===== config.mk =====
export PLATFORM = sky130hd
export DESIGN_NAME = slot_machine_gen
export DESIGN_NICKNAME = d
export VERILOG_FILES = /design/src/rtl/slot_machine_gen.sv
export SDC_FILE = /design/constraint.sdc
export NUM_CORES = 1
export LEC_CHECK = 0
export CORE_MARGIN = 4
export CORE_UTILIZATION = 59
export CTS_CLUSTER_DIAMETER = 40
export DETAILED_ROUTE_END_ITERATION = 10
export GPL_TIMING_DRIVEN = 1
export PLACE_DENSITY_LB_ADDON = 0.25
export SKIP_CTS_REPAIR_TIMING = 1
export SLEW_MARGIN = 25
export SYNTH_ARGS = -nofsm -noshare
export SYNTH_HDL_FRONTEND = slang
export SYNTH_SLANG_ARGS = --single-unit

===== constraint.sdc =====
create_clock -name clk -period 6.1 [get_ports clk]
set_input_delay 1.22 -clock clk [delete_from_list [all_inputs] [get_ports clk]]
set_output_delay 1.22 -clock clk [all_outputs]
set_load 0.005 [all_outputs]

===== src/rtl/slot_machine_gen.sv =====
// Credit-tracking slot-machine core: N reels at individually divided rates,
// started by one press, stopped left to right, with a jackpot payout and blink window.
module slot_machine_gen #(
    parameter int REELS         = 3,
    parameter int SYMBOLS       = 10,
    parameter int DIV_W         = 20,
    parameter int BASE_DIV      = 10,
    parameter int DIV_STEP      = 3,
    parameter int CREDIT_W      = 8,
    parameter int INIT_CREDITS  = 5,
    parameter int PAYOUT        = 10,
    parameter int RESULT_CYCLES = 64,
    parameter int BLINK_DIV     = 8
) (
    input  logic                  clk,
    input  logic                  rst,
    input  logic                  button,
    output logic [REELS*4-1:0]    reel_syms,
    output logic [REELS-1:0]      reel_stopped,
    output logic                  blank,
    output logic                  buzzer,
    output logic [CREDIT_W-1:0]   credits,
    output logic                  busy
);

    typedef enum logic [1:0] {IDLE, SPIN, EVAL, RESULT} state_t;

    localparam int NS_W    = $clog2(REELS);
    localparam int RT_W    = $clog2(RESULT_CYCLES + 1);
    localparam int BLINK_W = $clog2(BLINK_DIV + 1);

    localparam logic [3:0]          SYM_LAST   = 4'(SYMBOLS - 1);
    localparam logic [NS_W-1:0]     LAST_REEL  = NS_W'(REELS - 1);
    localparam logic [RT_W-1:0]     RT_LAST    = RT_W'(RESULT_CYCLES - 1);
    localparam logic [BLINK_W-1:0]  BLINK_LAST = BLINK_W'(BLINK_DIV - 1);
    localparam logic [CREDIT_W:0]   CREDIT_MAX = {1'b0, {CREDIT_W{1'b1}}};

    state_t               state;
    logic                 btn_prev;
    logic                 press;
    logic [NS_W-1:0]      next_stop;
    logic [DIV_W-1:0]     div_cnt [REELS];
    logic [RT_W-1:0]      timer;
    logic [BLINK_W-1:0]   blink_cnt;
    logic                 all_equal;
    logic [CREDIT_W:0]    credit_sum;

    function automatic logic [DIV_W-1:0] period_last(input int idx);
        return DIV_W'(BASE_DIV + idx * DIV_STEP - 1);
    endfunction

    always_comb begin
        all_equal = 1'b1;
        for (int i = 1; i < REELS; i++) begin
            if (reel_syms[4*i +: 4] != reel_syms[3:0]) all_equal = 1'b0;
        end
        credit_sum = {1'b0, credits} + (CREDIT_W + 1)'(PAYOUT);
    end

    // The press is registered one edge before the FSM consumes it.
    always_ff @(posedge clk or negedge rst) begin
        if (!rst) begin
            state        <= IDLE;
            btn_prev     <= 1'b0;
            press        <= 1'b0;
            next_stop    <= '0;
            reel_syms    <= '0;
            reel_stopped <= '1;
            credits      <= CREDIT_W'(INIT_CREDITS);
            blank        <= 1'b0;
            buzzer       <= 1'b0;
            busy         <= 1'b0;
            timer        <= '0;
            blink_cnt    <= '0;
            for (int i = 0; i < REELS; i++) div_cnt[i] <= '0;
        end else begin
            btn_prev <= button;
            press    <= button & ~btn_prev;
            case (state)
                IDLE: begin
                    if (press && credits != '0) begin
                        credits      <= credits - CREDIT_W'(1);
                        reel_stopped <= '0;
                        next_stop    <= '0;
                        busy         <= 1'b1;
                        state        <= SPIN;
                    end
                end
                SPIN: begin
                    // A stop wins over an advance due on the same edge.
                    for (int i = 0; i < REELS; i++) begin
                        if (press && next_stop == NS_W'(i)) begin
                            reel_stopped[i] <= 1'b1;
                            div_cnt[i]      <= '0;
                        end else if (!reel_stopped[i]) begin
                            if (div_cnt[i] == period_last(i)) begin
                                div_cnt[i] <= '0;
                                reel_syms[4*i +: 4] <= (reel_syms[4*i +: 4] == SYM_LAST)
                                                     ? 4'd0 : reel_syms[4*i +: 4] + 4'd1;
                            end else begin
                                div_cnt[i] <= div_cnt[i] + DIV_W'(1);
                            end
                        end
                    end
                    if (press) begin
                        next_stop <= next_stop + NS_W'(1);
                        if (next_stop == LAST_REEL) state <= EVAL;
                    end
                end
                EVAL: begin
                    if (all_equal) begin
                        credits <= (credit_sum > CREDIT_MAX) ? CREDIT_MAX[CREDIT_W-1:0]
                                                             : credit_sum[CREDIT_W-1:0];
                    end
                    buzzer    <= all_equal;
                    blank     <= 1'b0;
                    timer     <= '0;
                    blink_cnt <= '0;
                    state     <= RESULT;
                end
                RESULT: begin
                    if (timer == RT_LAST) begin
                        blank  <= 1'b0;
                        buzzer <= 1'b0;
                        busy   <= 1'b0;
                        state  <= IDLE;
                    end else begin
                        timer <= timer + RT_W'(1);
                        if (blink_cnt == BLINK_LAST) begin
                            blink_cnt <= '0;
                            if (buzzer) blank <= ~blank;
                        end else begin
                            blink_cnt <= blink_cnt + BLINK_W'(1);
                        end
                    end
                end
                default: state <= IDLE;
            endcase
        end
    end

endmodule

==> run summary <==
====================================================================================================
Routed length on met3                                                                         709 um
Clock power frac                                                                               39.1%
IR Drop Worst-Case VDD                                                                      0.163 mV
CTS tree                                                                                        done
Die H                                                                                         110 um
Multi-input gate area                                                                     3240 sq um
Dominant delay contributor by cell family on the critical path                            flip-flops
Cell type of the slowest stage on the worst timing path                                 sky130_fd_sc_hd__dfrtp_1
Final #Nets                                                                                      725
Amount of wire on met2 after detailed routing                                                6850 um
Avg Inst Size Synth                                                                       8.89 sq um
Count of input and output buffers                                                                 28
Final setup viols                                                                                  0
Logic depth of the worst setup path including buffers                                              1
Switch Pwr                                                                                    260 uW
Setup tns final                                                                                 0 ns
Number of diodes added for antenna fixing                                                          0
Global-route wire length before repair                                                     23,800 um
DRT Pass-1 Iters                                                                                   5
DRC violations left                                                                                0
Type of destination of the critical path                                                  output pin
Flip-flop cell with the highest count after synthesis                                   sky130_fd_sc_hd__dfrtp_1
Average vias per placed instance                                                                6.27
Number of design-rule violations left by the first detailed-router iteration                     361
Origin of the worst min-delay path                                                          btn_prev
Total CTS buffers                                                                                  9
Internal power contribution                                                                   888 uW
Unrepaired setup endpoints after global routing                                                   no
Final instance area                                                                       6650 sq um
Relative area change from synthesis to final layout                                            9.11%
Syn Std Cell Area                                                                         6100 sq um
Top library cells by usage in the layout, fill and taps aside                           sky130_fd_sc_hd__dfrtp_1 (98), sky130_fd_sc_hd__nand2_1 (65), sky130_fd_sc_hd__a21oi_1 (52), sky130_fd_sc_hd__o21ai_0 (48), sky130_fd_sc_hd__nor2_1 (48)
Commonest non-fill, non-tap cell in the layout                                          sky130_fd_sc_hd__dfrtp_1
Worst-path fanout max                                                                             16
Seq/Total Area, Yosys                                                                          42.4%
Start point of the critical path                                                          credits[4]
Fin Clk Skew                                                                               0.0107 ns
Count of cell types in the netlist                                                                75
Tightest hold margin                                                                        0.412 ns
Vias post-DR                                                                                   5,260
Length of routed wiring on met1                                                              6160 um
Layout cells sized above 1                                                                     6.80%
Total count of hold-check failures in the final report                                             0
Synth Net Count                                                                                  710
Largest net degree at the start of global routing                                                 55
Net switching share of the total power                                                         22.7%
Result of the run                                                                       finished clean
Critical register-to-register path startpoint                                               state[0]
FP Rows                                                                                           36
Placed standard-cell area                                                                 6440 sq um
Aggregate global routing overflow                                                                  0
Antenna violations before repair                                                                   0
Worst hold path class                                                                     reg -> reg
Routability congestion estimate from global placement                                          0.899
FF-to-FF path depth                                                                                7
Max Slew Vio Count                                                                                 0
Later-pin clock latency in the skew report                                                   0.38 ns
Depth of the worst hold-timing path                                                                1
Worst Tran Pin Value                                                                        0.895 ns
Worst slew margin relative to its limit                                                        39.9%
Sequential group share of total power                                                          59.6%
Gate count of the mapped netlist                                                                 686
Clock Root Buffer                                                                       sky130_fd_sc_hd__clkbuf_8
Die span in x                                                                                 110 um
Maxcap violations                                                                                  0
Total routed wirelength                                                                    13,800 um
Dpl hpwl                                                                                     9400 um
Clock-pin slew reported for the worst setup and hold paths after clock tree synthesis        0.10 ns
Critical Path, Cell by Cell                                                             clkdlybuf4s50_1
Clock period minus worst slack                                                               2.84 ns
Fmax achieved                                                                              0.352 GHz
Clock tree buffer depth                                                                            2
Area occupied by registers                                                                2580 sq um
Initial standard-cell utilization of the core                                                  61.5%
DRT antenna net count                                                                              0
Number of clock sinks                                                                            103
DIE AREA                                                                                12,000 sq um
Kind of critical path                                                                     reg -> out
Number of enable-type register cells in the synthesized netlist                                    0
Buffers & Inverters on Critical Path                                                               1
Post-synthesis async set-or-reset flop share                                                    100%
Critical Path Start Type                                                                   flip-flop
H-tree levels                                                                                      3
Cell Pwr Density                                                                         173 nW/um^2
Core area                                                                                 9910 sq um
Post-route setup slack                                                                       3.26 ns
Leakage power summed over all cells                                                       0.00276 uW
Register-to-register path setup slack                                                        3.55 ns
Worst slack at placement                                                                     3.50 ns
Combinational share of power                                                                    1.3%
Worst EP arrival                                                                             1.62 ns
Final Cycle Share                                                                              46.6%
Uppermost layer routed                                                                          met4
Top Ports                                                                                         29
Synthesis warning total                                                                            0
Vias in the first global route                                                                 5,064
Layout fillers                                                                                   803
Stage delay of the slowest cell on the critical path                                         0.64 ns
Total Routing Usage GR                                                                         24.6%
Required time reported for the critical path endpoint                                        4.88 ns
Post-synthesis sequential element count                                                          103
Average wire per cell in the routed design                                                   16.5 um
====================================================================================================
## logic make-up after synthesis
group / after synthesis / synth area share (%)
buffers and inverters: 69 / 4.60
multiplexers: 16 / 2.94
AND/OR/NAND/NOR: 280 / 24.6
flip-flops: 103 / 42.4
XOR/XNOR: 13 / 1.87
adder cells (fa/ha/maj): 21 / 4.31
AO/OA/AOI/OAI: 184 / 19.3
## power groups by stage
stage	sequential (uW)	clock (uW)	combinational, uW
after floorplan	697	0	0.447
after global placement	697	0	16.3
after detailed placement	697	0	16.3
after CTS	684	462	16.5
after global routing	684	490	18.4
final	684	449	15.4
## worst paths after layout
check,to
setup / recovery,credits[4]
hold / removal,press
setup reg to reg,blink_cnt[3]
hold reg to reg,press
max in group asynchronous,div_cnt[31]
min in group asynchronous,credits[5]
## Yosys cell counts (4+ instances only)
cell type / count / area, sq um
sky130_fd_sc_hd__nor2b_1: 10 / 62.6
sky130_fd_sc_hd__nand2b_1: 4 / 25.0
sky130_fd_sc_hd__ha_1: 21 / 263
sky130_fd_sc_hd__mux2_2: 5 / 56.3
sky130_fd_sc_hd__nor4_1: 15 / 93.8
sky130_fd_sc_hd__o22ai_1: 6 / 37.5
sky130_fd_sc_hd__nand3_1: 34 / 170
sky130_fd_sc_hd__nor3_1: 24 / 120
sky130_fd_sc_hd__xnor2_1: 8 / 70.1
sky130_fd_sc_hd__nor2_1: 48 / 180
sky130_fd_sc_hd__xor2_1: 5 / 43.8
sky130_fd_sc_hd__dfrtp_1: 98 / 2450
sky130_fd_sc_hd__nand2_1: 65 / 244
sky130_fd_sc_hd__nand3b_1: 4 / 30.0
sky130_fd_sc_hd__and3_1: 11 / 68.8
sky130_fd_sc_hd__nand4_1: 19 / 119
sky130_fd_sc_hd__dfstp_2: 5 / 131
sky130_fd_sc_hd__a21o_1: 12 / 90.1
sky130_fd_sc_hd__a21oi_1: 52 / 260
sky130_fd_sc_hd__a31oi_1: 6 / 37.5
sky130_fd_sc_hd__a22o_1: 15 / 131
sky130_fd_sc_hd__o31ai_1: 7 / 52.6
sky130_fd_sc_hd__mux2i_1: 10 / 100
sky130_fd_sc_hd__clkbuf_1: 21 / 78.8
sky130_fd_sc_hd__or3_1: 16 / 100
sky130_fd_sc_hd__o21ai_0: 48 / 240
sky130_fd_sc_hd__and2_1: 9 / 56.3
sky130_fd_sc_hd__inv_1: 41 / 154
## sequential cells by signal (all words and copies together) (netlist names), 2 cells and up
| name | flops |
|---|---|
| div_cnt | 60 |
| timer | 7 |
| state | 2 |
| reel_stopped | 3 |
| blink_cnt | 4 |
| reel_syms | 12 |
| credits | 8 |
| next_stop | 2 |
## final cells by class
class                      instances  share of cell area [%]
inverter                          42                    2.37
clock buffer                      10                    2.07
timing repair buffer              31                    4.51
sequential                       103                    38.8
multi-input combinational        514                    48.7
clock inverter                     6                    1.02
tap                              133                    2.50
## layer usage
metal  GRT usage [%]  vias up
met5               0        -
met4            5.16        0
met2            41.6      132
met1            32.7     2587
met3            5.34       10
li1                -     2531
## through the flow
stage          cells  util, %  power [uW]
4_1_cts          839     67.1        1160
5_1_grt          839     67.1        1190
6_report         839     67.1        1150
3_3_place_gp     823     65.0         713
3_5_place_dp     823     65.0         713
2_1_floorplan    686        -         697
No activity file was read; power rests on OpenSTA's default activity.
